==> config.mk <==
export PLATFORM = sky130hd
export DESIGN_NAME = flash_prog_ctrl_flat
export DESIGN_NICKNAME = d
export VERILOG_FILES = /design/src/rtl/flash_prog_ctrl_if.sv /design/src/rtl/flash_prog_ctrl.sv /design/src/flat_wrapper.sv
export SDC_FILE = /design/constraint.sdc
export NUM_CORES = 1
export LEC_CHECK = 0
export CAP_MARGIN = 25
export CORE_ASPECT_RATIO = 1.4
export CORE_UTILIZATION = 58
export CTS_BUF_LIST = sky130_fd_sc_hd__clkbuf_4 sky130_fd_sc_hd__clkbuf_8
export CTS_CLUSTER_SIZE = 24
export DETAILED_ROUTE_END_ITERATION = 12
export PLACE_DENSITY = 0.91
export SYNTH_ARGS = -nofsm -noshare
export SYNTH_HDL_FRONTEND = slang
export SYNTH_SLANG_ARGS = --single-unit
==> constraint.sdc <==
create_clock -name phi2 -period 3.9 [get_ports phi2]
set_clock_uncertainty 0.1 [all_clocks]
set_input_delay 0.39 -clock phi2 [delete_from_list [all_inputs] [get_ports phi2]]
set_output_delay 0.39 -clock phi2 [all_outputs]
set_load 0.005 [all_outputs]
==> src/rtl/flash_prog_ctrl_if.sv <==
// ---------------------------------------------------------------------------
// flash_prog_ctrl_if
// Bundles the CPU register-window signals and the parallel flash bus used by
// flash_prog_ctrl.
//   CPU side : cctl_n, r_w, cart_a, cart_d_in  -> controller
//              reg_rd_en, reg_rd_data           <- controller
//   Flash    : rom_a, rom_d_out, rom_d_oe, ce_n, oe_n, we_n <- controller
//              rom_d_in                                      -> controller
//   Status   : own, busy                                     <- controller
// Modports: slave = the controller, master = host/top level and flash.
// ---------------------------------------------------------------------------
interface flash_prog_ctrl_if;
    logic        cctl_n;
    logic        r_w;
    logic [7:0]  cart_a;
    logic [7:0]  cart_d_in;
    logic        reg_rd_en;
    logic [7:0]  reg_rd_data;
    logic        own;
    logic        busy;
    logic [18:0] rom_a;
    logic [7:0]  rom_d_out;
    logic        rom_d_oe;
    logic [7:0]  rom_d_in;
    logic        ce_n;
    logic        oe_n;
    logic        we_n;

    modport master (
        output cctl_n, r_w, cart_a, cart_d_in, rom_d_in,
        input  reg_rd_en, reg_rd_data, own, busy,
        input  rom_a, rom_d_out, rom_d_oe, ce_n, oe_n, we_n
    );

    modport slave (
        input  cctl_n, r_w, cart_a, cart_d_in, rom_d_in,
        output reg_rd_en, reg_rd_data, own, busy,
        output rom_a, rom_d_out, rom_d_oe, ce_n, oe_n, we_n
    );
endinterface

==> src/rtl/flash_prog_ctrl.sv <==
// ---------------------------------------------------------------------------
// flash_prog_ctrl
// In-system programming sequencer for an SST39SF040-class 512k x 8 flash.
// The host fills ADDR/DATA through an 8-byte window in $D5xx CCTL space and
// writes a command; the block then owns the ROM bus, issues the JEDEC unlock
// and command writes, polls the DQ6 toggle bit until it settles and reports
// busy/error/done in STATUS.
// Ports:
//   phi2  - clock, all state changes on the rising edge
//   reset - synchronous, active high
//   bus   - flash_prog_ctrl_if.slave (CPU window, flash bus, own/busy)
// Optional feature: define FLASH_PROG_AUTOINC_EN to advance ADDR by one
// (wrapping 7FFFF->00000) after each successful byte program.
// ---------------------------------------------------------------------------
module flash_prog_ctrl #(
    parameter logic [4:0]  BASE      = 5'b11000,
    parameter logic [19:0] TIMEOUT   = 20'd400000,
    parameter int          WP_CYCLES = 1
) (
    input  logic              phi2,
    input  logic              reset,
    flash_prog_ctrl_if.slave  bus
);
    typedef enum logic [2:0] {IDLE, W_SETUP, W_PULSE, W_HOLD, P_RD1, P_RD2, RECOVER} state_t;
    typedef enum logic [1:0] {OP_PROG, OP_SECTOR, OP_CHIP, OP_ABORT} op_t;

    localparam logic [2:0] WP = 3'(WP_CYCLES);

    state_t      state;
    op_t         op;
    op_t         cmd_op;
    logic        cmd_valid;
    logic [18:0] addr;
    logic [7:0]  data;
    logic        error, done, own, busy;
    logic [2:0]  step, pulse_cnt;
    logic [1:0]  rec_phase;
    logic [19:0] to_cnt;
    logic        have_prev, prev_dq6;
    logic [18:0] rom_a;
    logic [7:0]  rom_d_out;
    logic        rom_d_oe, ce_n, oe_n, we_n;
    logic        hit, wr_hit, cur_last;
    logic [2:0]  offset;
    logic [26:0] first_entry, next_entry;

    // Address/data of one step of the JEDEC sequence for a given operation.
    function automatic logic [26:0] seq_entry(input op_t o, input logic [2:0] idx,
                                              input logic [18:0] a, input logic [7:0] d);
        logic [26:0] e;
        e = {19'h05555, 8'hAA};
        if (o == OP_ABORT) begin
            e = {19'h00000, 8'hF0};
        end else begin
            case (idx)
                3'd0:    e = {19'h05555, 8'hAA};
                3'd1:    e = {19'h02AAA, 8'h55};
                3'd2:    e = {19'h05555, (o == OP_PROG) ? 8'hA0 : 8'h80};
                3'd3:    e = (o == OP_PROG) ? {a, d} : {19'h05555, 8'hAA};
                3'd4:    e = {19'h02AAA, 8'h55};
                default: e = (o == OP_SECTOR) ? {a[18:12], 12'h000, 8'h30} : {19'h05555, 8'h10};
            endcase
        end
        return e;
    endfunction

    assign offset      = bus.cart_a[2:0];
    assign hit         = ~bus.cctl_n & (bus.cart_a[7:3] == BASE);
    assign wr_hit      = hit & ~bus.r_w;
    assign first_entry = seq_entry(cmd_op, 3'd0, addr, data);
    assign next_entry  = seq_entry(op, step + 3'd1, addr, data);
    assign cur_last    = (op == OP_ABORT) ? (step == 3'd0) :
                         (op == OP_PROG)  ? (step == 3'd3) : (step == 3'd5);

    // Command byte decode; anything outside 01..04 is dropped.
    always_comb begin
        cmd_valid = 1'b1;
        cmd_op    = OP_PROG;
        case (bus.cart_d_in)
            8'h01:   cmd_op = OP_PROG;
            8'h02:   cmd_op = OP_SECTOR;
            8'h03:   cmd_op = OP_CHIP;
            8'h04:   cmd_op = OP_ABORT;
            default: cmd_valid = 1'b0;
        endcase
    end

    // Register window read mux; the top level gates it onto cart_d.
    always_comb begin
        bus.reg_rd_data = 8'h00;
        case (offset)
            3'd0:    bus.reg_rd_data = addr[7:0];
            3'd1:    bus.reg_rd_data = addr[15:8];
            3'd2:    bus.reg_rd_data = {5'b00000, addr[18:16]};
            3'd3:    bus.reg_rd_data = data;
            3'd5:    bus.reg_rd_data = {busy, error, done, 5'b00000};
            default: bus.reg_rd_data = 8'h00;
        endcase
    end

    assign bus.reg_rd_en = hit & bus.r_w;
    assign bus.own       = own;
    assign bus.busy      = busy;
    assign bus.rom_a     = rom_a;
    assign bus.rom_d_out = rom_d_out;
    assign bus.rom_d_oe  = rom_d_oe;
    assign bus.ce_n      = ce_n;
    assign bus.oe_n      = oe_n;
    assign bus.we_n      = we_n;

    // Register writes plus the sequencer. Strobes are registered and are
    // loaded with the values of the state being entered, so every bus phase
    // is glitch-free. The poll read is sampled on the P_RD1->P_RD2 edge while
    // oe_n is still low. Later assignments (FSM) override the STATUS clear
    // when both happen on the same edge.
    always_ff @(posedge phi2) begin
        if (reset) begin
            state     <= IDLE;
            op        <= OP_PROG;
            addr      <= 19'h00000;
            data      <= 8'h00;
            error     <= 1'b0;
            done      <= 1'b0;
            own       <= 1'b0;
            busy      <= 1'b0;
            step      <= 3'd0;
            pulse_cnt <= 3'd0;
            rec_phase <= 2'd0;
            to_cnt    <= 20'd0;
            have_prev <= 1'b0;
            prev_dq6  <= 1'b0;
            rom_a     <= 19'h00000;
            rom_d_out <= 8'h00;
            rom_d_oe  <= 1'b0;
            ce_n      <= 1'b1;
            oe_n      <= 1'b1;
            we_n      <= 1'b1;
        end else begin
            if (wr_hit) begin
                case (offset)
                    3'd0:    if (!busy) addr[7:0]   <= bus.cart_d_in;
                    3'd1:    if (!busy) addr[15:8]  <= bus.cart_d_in;
                    3'd2:    if (!busy) addr[18:16] <= bus.cart_d_in[2:0];
                    3'd3:    if (!busy) data        <= bus.cart_d_in;
                    3'd5: begin
                        error <= 1'b0;
                        done  <= 1'b0;
                    end
                    default: ;
                endcase
            end

            case (state)
                IDLE: begin
                    if (wr_hit && offset == 3'd4 && cmd_valid) begin
                        op        <= cmd_op;
                        step      <= 3'd0;
                        rom_a     <= first_entry[26:8];
                        rom_d_out <= first_entry[7:0];
                        rom_d_oe  <= 1'b1;
                        ce_n      <= 1'b0;
                        oe_n      <= 1'b1;
                        we_n      <= 1'b1;
                        own       <= 1'b1;
                        busy      <= 1'b1;
                        error     <= 1'b0;
                        done      <= 1'b0;
                        state     <= W_SETUP;
                    end
                end
                W_SETUP: begin
                    we_n      <= 1'b0;
                    pulse_cnt <= 3'd1;
                    state     <= W_PULSE;
                end
                W_PULSE: begin
                    if (pulse_cnt == WP) begin
                        we_n  <= 1'b1;
                        ce_n  <= 1'b1;
                        state <= W_HOLD;
                    end else begin
                        pulse_cnt <= pulse_cnt + 3'd1;
                    end
                end
                W_HOLD: begin
                    if (!cur_last) begin
                        step      <= step + 3'd1;
                        rom_a     <= next_entry[26:8];
                        rom_d_out <= next_entry[7:0];
                        ce_n      <= 1'b0;
                        state     <= W_SETUP;
                    end else if (op == OP_ABORT) begin
                        done     <= 1'b1;
                        own      <= 1'b0;
                        busy     <= 1'b0;
                        rom_d_oe <= 1'b0;
                        rom_a    <= 19'h00000;
                        state    <= IDLE;
                    end else begin
                        rom_d_oe  <= 1'b0;
                        rom_a     <= addr;
                        ce_n      <= 1'b0;
                        oe_n      <= 1'b0;
                        to_cnt    <= 20'd0;
                        have_prev <= 1'b0;
                        state     <= P_RD1;
                    end
                end
                P_RD1: begin
                    to_cnt <= to_cnt + 20'd1;
                    if (have_prev && prev_dq6 == bus.rom_d_in[6]) begin
                        if (op == OP_PROG && bus.rom_d_in != data) error <= 1'b1;
`ifdef FLASH_PROG_AUTOINC_EN
                        else if (op == OP_PROG) addr <= addr + 19'd1;
`endif
                        done     <= 1'b1;
                        own      <= 1'b0;
                        busy     <= 1'b0;
                        ce_n     <= 1'b1;
                        oe_n     <= 1'b1;
                        rom_a    <= 19'h00000;
                        state    <= IDLE;
                    end else if (to_cnt + 20'd1 == TIMEOUT) begin
                        error     <= 1'b1;
                        rom_a     <= 19'h00000;
                        rom_d_out <= 8'hF0;
                        rom_d_oe  <= 1'b1;
                        ce_n      <= 1'b0;
                        oe_n      <= 1'b1;
                        rec_phase <= 2'd0;
                        state     <= RECOVER;
                    end else begin
                        prev_dq6  <= bus.rom_d_in[6];
                        have_prev <= 1'b1;
                        ce_n      <= 1'b1;
                        oe_n      <= 1'b1;
                        state     <= P_RD2;
                    end
                end
                P_RD2: begin
                    to_cnt <= to_cnt + 20'd1;
                    if (to_cnt + 20'd1 == TIMEOUT) begin
                        error     <= 1'b1;
                        rom_a     <= 19'h00000;
                        rom_d_out <= 8'hF0;
                        rom_d_oe  <= 1'b1;
                        ce_n      <= 1'b0;
                        rec_phase <= 2'd0;
                        state     <= RECOVER;
                    end else begin
                        ce_n  <= 1'b0;
                        oe_n  <= 1'b0;
                        state <= P_RD1;
                    end
                end
                RECOVER: begin
                    // Single F0 reset write: setup, WP_CYCLES pulse, hold.
                    case (rec_phase)
                        2'd0: begin
                            we_n      <= 1'b0;
                            pulse_cnt <= 3'd1;
                            rec_phase <= 2'd1;
                        end
                        2'd1: begin
                            if (pulse_cnt == WP) begin
                                we_n      <= 1'b1;
                                ce_n      <= 1'b1;
                                rec_phase <= 2'd2;
                            end else begin
                                pulse_cnt <= pulse_cnt + 3'd1;
                            end
                        end
                        default: begin
                            done     <= 1'b1;
                            own      <= 1'b0;
                            busy     <= 1'b0;
                            rom_d_oe <= 1'b0;
                            rom_a    <= 19'h00000;
                            state    <= IDLE;
                        end
                    endcase
                end
                default: state <= IDLE;
            endcase
        end
    end
endmodule

==> src/flat_wrapper.sv <==
// flat-port wrapper written by rule: the top's interface ports become plain ports
module flash_prog_ctrl_flat 
#(
    parameter logic [4:0]  BASE      = 5'b11000,
    parameter logic [19:0] TIMEOUT   = 20'd400000,
    parameter int          WP_CYCLES = 1
)
  (phi2, reset, bus_cctl_n, bus_r_w, bus_cart_a, bus_cart_d_in, bus_rom_d_in, bus_reg_rd_en, bus_reg_rd_data, bus_own, bus_busy, bus_rom_a, bus_rom_d_out, bus_rom_d_oe, bus_ce_n, bus_oe_n, bus_we_n);
  flash_prog_ctrl_if bus_i ();
  input  logic phi2;
  input  logic reset;
  input wire logic [$bits(bus_i.cctl_n)-1:0] bus_cctl_n;
  input wire logic [$bits(bus_i.r_w)-1:0] bus_r_w;
  input wire logic [$bits(bus_i.cart_a)-1:0] bus_cart_a;
  input wire logic [$bits(bus_i.cart_d_in)-1:0] bus_cart_d_in;
  input wire logic [$bits(bus_i.rom_d_in)-1:0] bus_rom_d_in;
  output wire logic [$bits(bus_i.reg_rd_en)-1:0] bus_reg_rd_en;
  output wire logic [$bits(bus_i.reg_rd_data)-1:0] bus_reg_rd_data;
  output wire logic [$bits(bus_i.own)-1:0] bus_own;
  output wire logic [$bits(bus_i.busy)-1:0] bus_busy;
  output wire logic [$bits(bus_i.rom_a)-1:0] bus_rom_a;
  output wire logic [$bits(bus_i.rom_d_out)-1:0] bus_rom_d_out;
  output wire logic [$bits(bus_i.rom_d_oe)-1:0] bus_rom_d_oe;
  output wire logic [$bits(bus_i.ce_n)-1:0] bus_ce_n;
  output wire logic [$bits(bus_i.oe_n)-1:0] bus_oe_n;
  output wire logic [$bits(bus_i.we_n)-1:0] bus_we_n;
  assign bus_i.cctl_n = bus_cctl_n;
  assign bus_i.r_w = bus_r_w;
  assign bus_i.cart_a = bus_cart_a;
  assign bus_i.cart_d_in = bus_cart_d_in;
  assign bus_i.rom_d_in = bus_rom_d_in;
  assign bus_reg_rd_en = bus_i.reg_rd_en;
  assign bus_reg_rd_data = bus_i.reg_rd_data;
  assign bus_own = bus_i.own;
  assign bus_busy = bus_i.busy;
  assign bus_rom_a = bus_i.rom_a;
  assign bus_rom_d_out = bus_i.rom_d_out;
  assign bus_rom_d_oe = bus_i.rom_d_oe;
  assign bus_ce_n = bus_i.ce_n;
  assign bus_oe_n = bus_i.oe_n;
  assign bus_we_n = bus_i.we_n;
  flash_prog_ctrl #(.BASE(BASE), .TIMEOUT(TIMEOUT), .WP_CYCLES(WP_CYCLES)) u_core (.phi2(phi2), .reset(reset), .bus(bus_i));
endmodule
# [Yosys cells after proc, flatten, opt, wreduce, memory -nomap -nowiden]
# Cells that the tools add are included.
[totals] regBits=96 inputBits=28 elab_cells=208
[op_classes] n_addsub=3 n_eq_ne=45 mux=88 bitwise=8 n_reduce_logical=43
[ops] cell="2-to-1 mux 19 bit" n=6
[ops] cell="one-hot mux 27 bit (4 select lines)" n=1
[ops] cell="one-hot mux 19 bit (5 select lines)" n=1
[ops] cell="2-to-1 mux 27 bit" n=3
[ops] cell="2-to-1 mux 20 bit" n=2
[ops] cell="one-hot mux 20 bit (2 select lines)" n=1
[ops] cell="one-hot mux 8 bit (5 select lines)" n=1
[ops] cell="2-to-1 mux 1 bit" n=36
[ops] cell="2-to-1 mux 8 bit" n=4
[ops] cell="one-hot mux 8 bit (4 select lines)" n=1
[ops] cell="AND reduction 3 bit" n=10
[ops] cell="2-to-1 mux 3 bit" n=9
[ops] cell="2-to-1 mux 23 bit" n=1
[ops] cell="equality test 3 x 2 -> 1 bit, second input constant" n=7
[ops] cell="equality test 3 bit, second input constant" n=7
[ops] cell="one-hot mux 3 bit (7 select lines)" n=1
[ops] cell="adder 20 x 1 -> 20 bit, second input constant" n=1
[ops] cell="equality test 20 x 19 -> 1 bit, second input constant" n=1
[ops] cell="equality test 8 x 2 -> 1 bit, second input constant" n=2
[ops] cell="one-hot mux 1 bit (4 select lines)" n=4
[ops] cell="AND reduction 5 bit" n=3
[ops] cell="equality test 3 x 1 -> 1 bit, second input constant" n=4
[ops] cell="zero test 3 bit" n=4
[ops] cell="!= test 2 x 1 -> 1 bit, second input constant" n=6
[ops] cell="other kinds (35)" n=71

# [Depth between registers and ports, before layout]
[logic_depth] depth_word=7 mapped_depth=12 depth_no_buf=9

# [Worst setup path after synthesis]
# OpenSTA, ideal clock, no wires.
[synth_timing] path_kind="reg2reg" startpoint="register u_core.to_cnt[0]" endpoint="register u_core.rom_a[10] (netlist: u_core.bus.rom_a[10])" arrival_ps=2752 t_required_ps=3686 setup_slack_ps=934 stages_incl_launch_ff=13 path_cell_list="dfxtp_1 ha_1 and3_1 buf_6 and4_4 o311ai_4 nand4_1 or4_1 buf_2 o2111a_1 buf_6 buf_8 a21o_1"
[synth_between] elab_chain_len=5
[synth_rtl] item="from (decl)" line="flash_prog_ctrl.sv:38" text="logic [19:0] to_cnt;"
[synth_rtl] item="from (signal assigned)" line="flash_prog_ctrl.sv:210" text="to_cnt <= to_cnt + 20'd1;"
[synth_rtl] item="from (signal assigned)" line="flash_prog_ctrl.sv:241" text="to_cnt <= to_cnt + 20'd1;"
[synth_rtl] item="adder 20 x 1 -> 20 bit (*)" line="flash_prog_ctrl.sv:223, flash_prog_ctrl.sv:242"
[synth_rtl] item="equality test 20 x 19 -> 1 bit (*)" line="flash_prog_ctrl.sv:223, flash_prog_ctrl.sv:242"
[synth_rtl] item="2-to-1 mux 19 bit (*)"
[synth_rtl] item="2-to-1 mux 19 bit"
[synth_rtl] item="one-hot mux 19 bit (5 select lines) (*)"
[synth_rtl] item="to (signal assigned)" line="flash_prog_ctrl.sv:158" text="rom_a <= first_entry[26:8];"
[synth_rtl] item="to (signal assigned)" line="flash_prog_ctrl.sv:188" text="rom_a <= next_entry[26:8];"
[synth_rtl] item="to (signal assigned)" line="flash_prog_ctrl.sv:201" text="rom_a <= addr;"
[synth_rtl] item="to (decl)" line="flash_prog_ctrl.sv:40" text="logic [18:0] rom_a;"
# Every way passes the cells marked *; elsewhere a longest branch is shown, timed or not.
# A chain may end at the register's enable or synchronous reset.

# [Final worst setup path]
[layout_timing] startpoint="register u_core.to_cnt[0]" endpoint="register u_core.rom_a[14] (netlist: u_core.bus.rom_a[14])"
# Same word-level chain as after synthesis.

==> impl_metrics.env <==
export IMPL_cts_inserted_buffers=9
export IMPL_hold_violations=0
export IMPL_synth_avg_cell_area_um2=8.006
export IMPL_final_common_cell="dfxtp_1"
export IMPL_port_buffers=69
export IMPL_crit_path_max_fanout=19
export IMPL_maxSlewViolCount=0
export IMPL_grt_remaining_overflow=0
export IMPL_worstSetupEndpointType="flip-flop"
export IMPL_min_period_ns=3.381
export IMPL_post_cts_resized=0
export IMPL_cts_tree="done"
export IMPL_crit_type="reg2reg"
export IMPL_post_cts_buffers=0
export IMPL_pre_cts_ws_ns=0.5022
export IMPL_num_rows=42
export IMPL_finalSetupTns_ns=0
export IMPL_antenna_found_initial=0
export IMPL_synth_cells=707
export IMPL_ys_async_sr_fraction_pct=0
export IMPL_peakVddDrop_v=0.0002651
export IMPL_final_cell_mix="dfxtp_1, nor2_1, nand2_1, clkdlybuf4s50_1, a21oi_1"
export IMPL_diodes=0
export IMPL_synth_distinct_cells=72
export IMPL_ys_ff_latch=96
export IMPL_die_w_um=85.49
export IMPL_fin_ws_ns=0.5188
export IMPL_htreeDepth=3
export IMPL_wl_per_cell_um=18.73
export IMPL_synth_warnings=0
export IMPL_first_iter_violations=565
export IMPL_final_net_count=781
export IMPL_vias=5677
export IMPL_die_y_um=118.9
export IMPL_p_leak_uw=0.002543
export IMPL_start_util_pct=59.84
export IMPL_max_freq_mhz=295.8
export IMPL_grtUsageTotal_pct=32.11
export IMPL_dp_hpwl_um=11560
export IMPL_dr_pass1_iters=5
export IMPL_worstSetupStartpointType="flip-flop"
export IMPL_dieArea_mm2=0.01016
export IMPL_synth_edf_count=0
export IMPL_area_growth_pct=15.05
export IMPL_yosysSeqAreaShare_pct=33.95
export IMPL_ant_nets=0
export IMPL_crit_arrival_ns=3.57
export IMPL_design_area_mm2=0.006513
export IMPL_syn_cell_area_mm2=0.005660
export IMPL_grt_first_pass_wirelength_um=25750
export IMPL_p_per_area_mw_per_mm2=290.1
export IMPL_min_period_over_period_pct=86.70
export IMPL_drive_gt1_share_pct=5.874
export IMPL_wl_um=16090
export IMPL_clk_latency_ns=0.39
export IMPL_hold_buffers=0
export IMPL_final_fill_count=758
export IMPL_clk_pin_slew_ns=0.10
export IMPL_synth_fp_nets=744
export IMPL_drc=0
export IMPL_status="complete, no violations"
export IMPL_finalSetupViolCount=0
export IMPL_worst_pin_slew_ns=0.8241
export IMPL_cts_sinks=96
export IMPL_clockBufferDepth=2
export IMPL_root_buffer="clkbuf_8"
export IMPL_grt_max_degree=76
export IMPL_cap_violations=0
export IMPL_hold_class="reg2reg"
export IMPL_max_slew_margin_rel_pct=43.49
export IMPL_gp_congestion=0.9637
export IMPL_required_ns=4.09
export IMPL_ios=70
export IMPL_rsz0062_at_grt="false"
export IMPL_synth_flop_cell="dfxtp_1"
export IMPL_placed_area_mm2=0.006316
export IMPL_routed_via_density=6.609
export IMPL_core_mm2=0.009459
export IMPL_grt_pass1_vias=5372
## area by class of cell
class / instances / area, um2 / share of cell area (%)
inverter: 12 / 45.04 / 0.6916
tap: 110 / 137.6 / 2.113
clock inverter: 7 / 72.57 / 1.114
clock buffer: 9 / 123.9 / 1.902
multi-input combinational: 544 / 3436 / 52.76
timing repair buffer: 81 / 775.7 / 11.91
sequential: 96 / 1922 / 29.51
## through the flow
stage	cells	util (%)	hold WS (ns)	power, uW
3_5_place_dp	843	66.77	0.3479	1241
5_1_grt	859	68.85	0.3924	1948
6_report	859	68.85	0.3762	1889
2_1_floorplan	707	-	0.3473	1160
4_1_cts	859	68.85	0.3741	1888
3_3_place_gp	843	66.77	0.3346	1234
## final timing paths
check	from	endpoint	slack (ns)	depth (start not counted)
setup / recovery	u_core.to_cnt[0]$_SDFFE_PP0P_	u_core.bus.rom_a[14]$_SDFFE_PP0P_	0.52	8
hold / removal	u_core.bus.rom_a[11]$_SDFFE_PP0P_	u_core.bus.rom_a[11]$_SDFFE_PP0P_	0.38	1
setup reg to reg	u_core.to_cnt[0]$_SDFFE_PP0P_	u_core.bus.rom_a[14]$_SDFFE_PP0P_	0.52	8
hold reg to reg	u_core.bus.rom_a[11]$_SDFFE_PP0P_	u_core.bus.rom_a[11]$_SDFFE_PP0P_	0.38	1
## cells in the mapped netlist, types with 11 or more instances
library cell / count / area, um2
nor2_1: 81 / 304.0
xor2_1: 11 / 96.34
dfxtp_1: 96 / 1922
nand4_1: 11 / 68.82
clkbuf_1: 40 / 150.1
o21ai_0: 42 / 210.2
nand3_1: 19 / 95.09
and3_1: 12 / 75.07
nor2b_1: 13 / 81.33
nor3_1: 13 / 65.06
nand2_1: 71 / 266.5
mux2i_1: 37 / 370.4
a31oi_1: 13 / 81.33
a21oi_1: 53 / 265.3
## logic make-up (layout without fill, tap and decap cells)
family | after synthesis | after routing | share of synthesized area, %
muxes | 43 | 43 | 8.333
xor gates and xnor gates | 16 | 16 | 2.476
and+or+nand+nor | 282 | 282 | 25.13
adders and majority gates | 9 | 9 | 1.989
buffers and inverters | 67 | 109 | 5.349
DFF | 96 | 96 | 33.95
AOI/OAI and AO/OA | 194 | 194 | 22.77
## worst max-delay path: stages, from the launching register on
cell and delay [ns]:
dfxtp_1 0.46, ha_1 0.35, and3_1 0.35, nand4_2 0.17, mux2i_1 0.23, nand4_1 0.13, or4_1 0.57, o2111a_1 0.56
a22o_1 0.36
## registers in the layout, summed over array words and instances (netlist names), 2 cells and up
signal,cells
u_core.pulse_cnt,3
u_core.to_cnt,20
u_core.data,8
u_core.bus.rom_d_out,8
u_core.addr,19
u_core.rec_phase,2
u_core.step,3
u_core.bus.rom_a,19
u_core.state,3
u_core.op,2
## per-layer routing
| layer | part of all wire (%) | up-vias | global-route usage (%) |
|---|---|---|---|
| met5 | 0 | - | 0 |
| li1 | - | 2654 | - |
| met3 | 5.4 | 73 | 6.237 |
| met4 | 5.6 | 0 | 21.35 |
| met1 | 38 | 2690 | 34.97 |
| met2 | 51 | 260 | 55.70 |
## report_power, final
part	internal, uW	switching [uW]	leakage, uW	total (uW)
sequential	998	21.1	0.000774	1020
clock	252	414	0.0000970	666
combinational	89.9	114	0.00167	204
No activity file was read; power rests on OpenSTA's default activity.
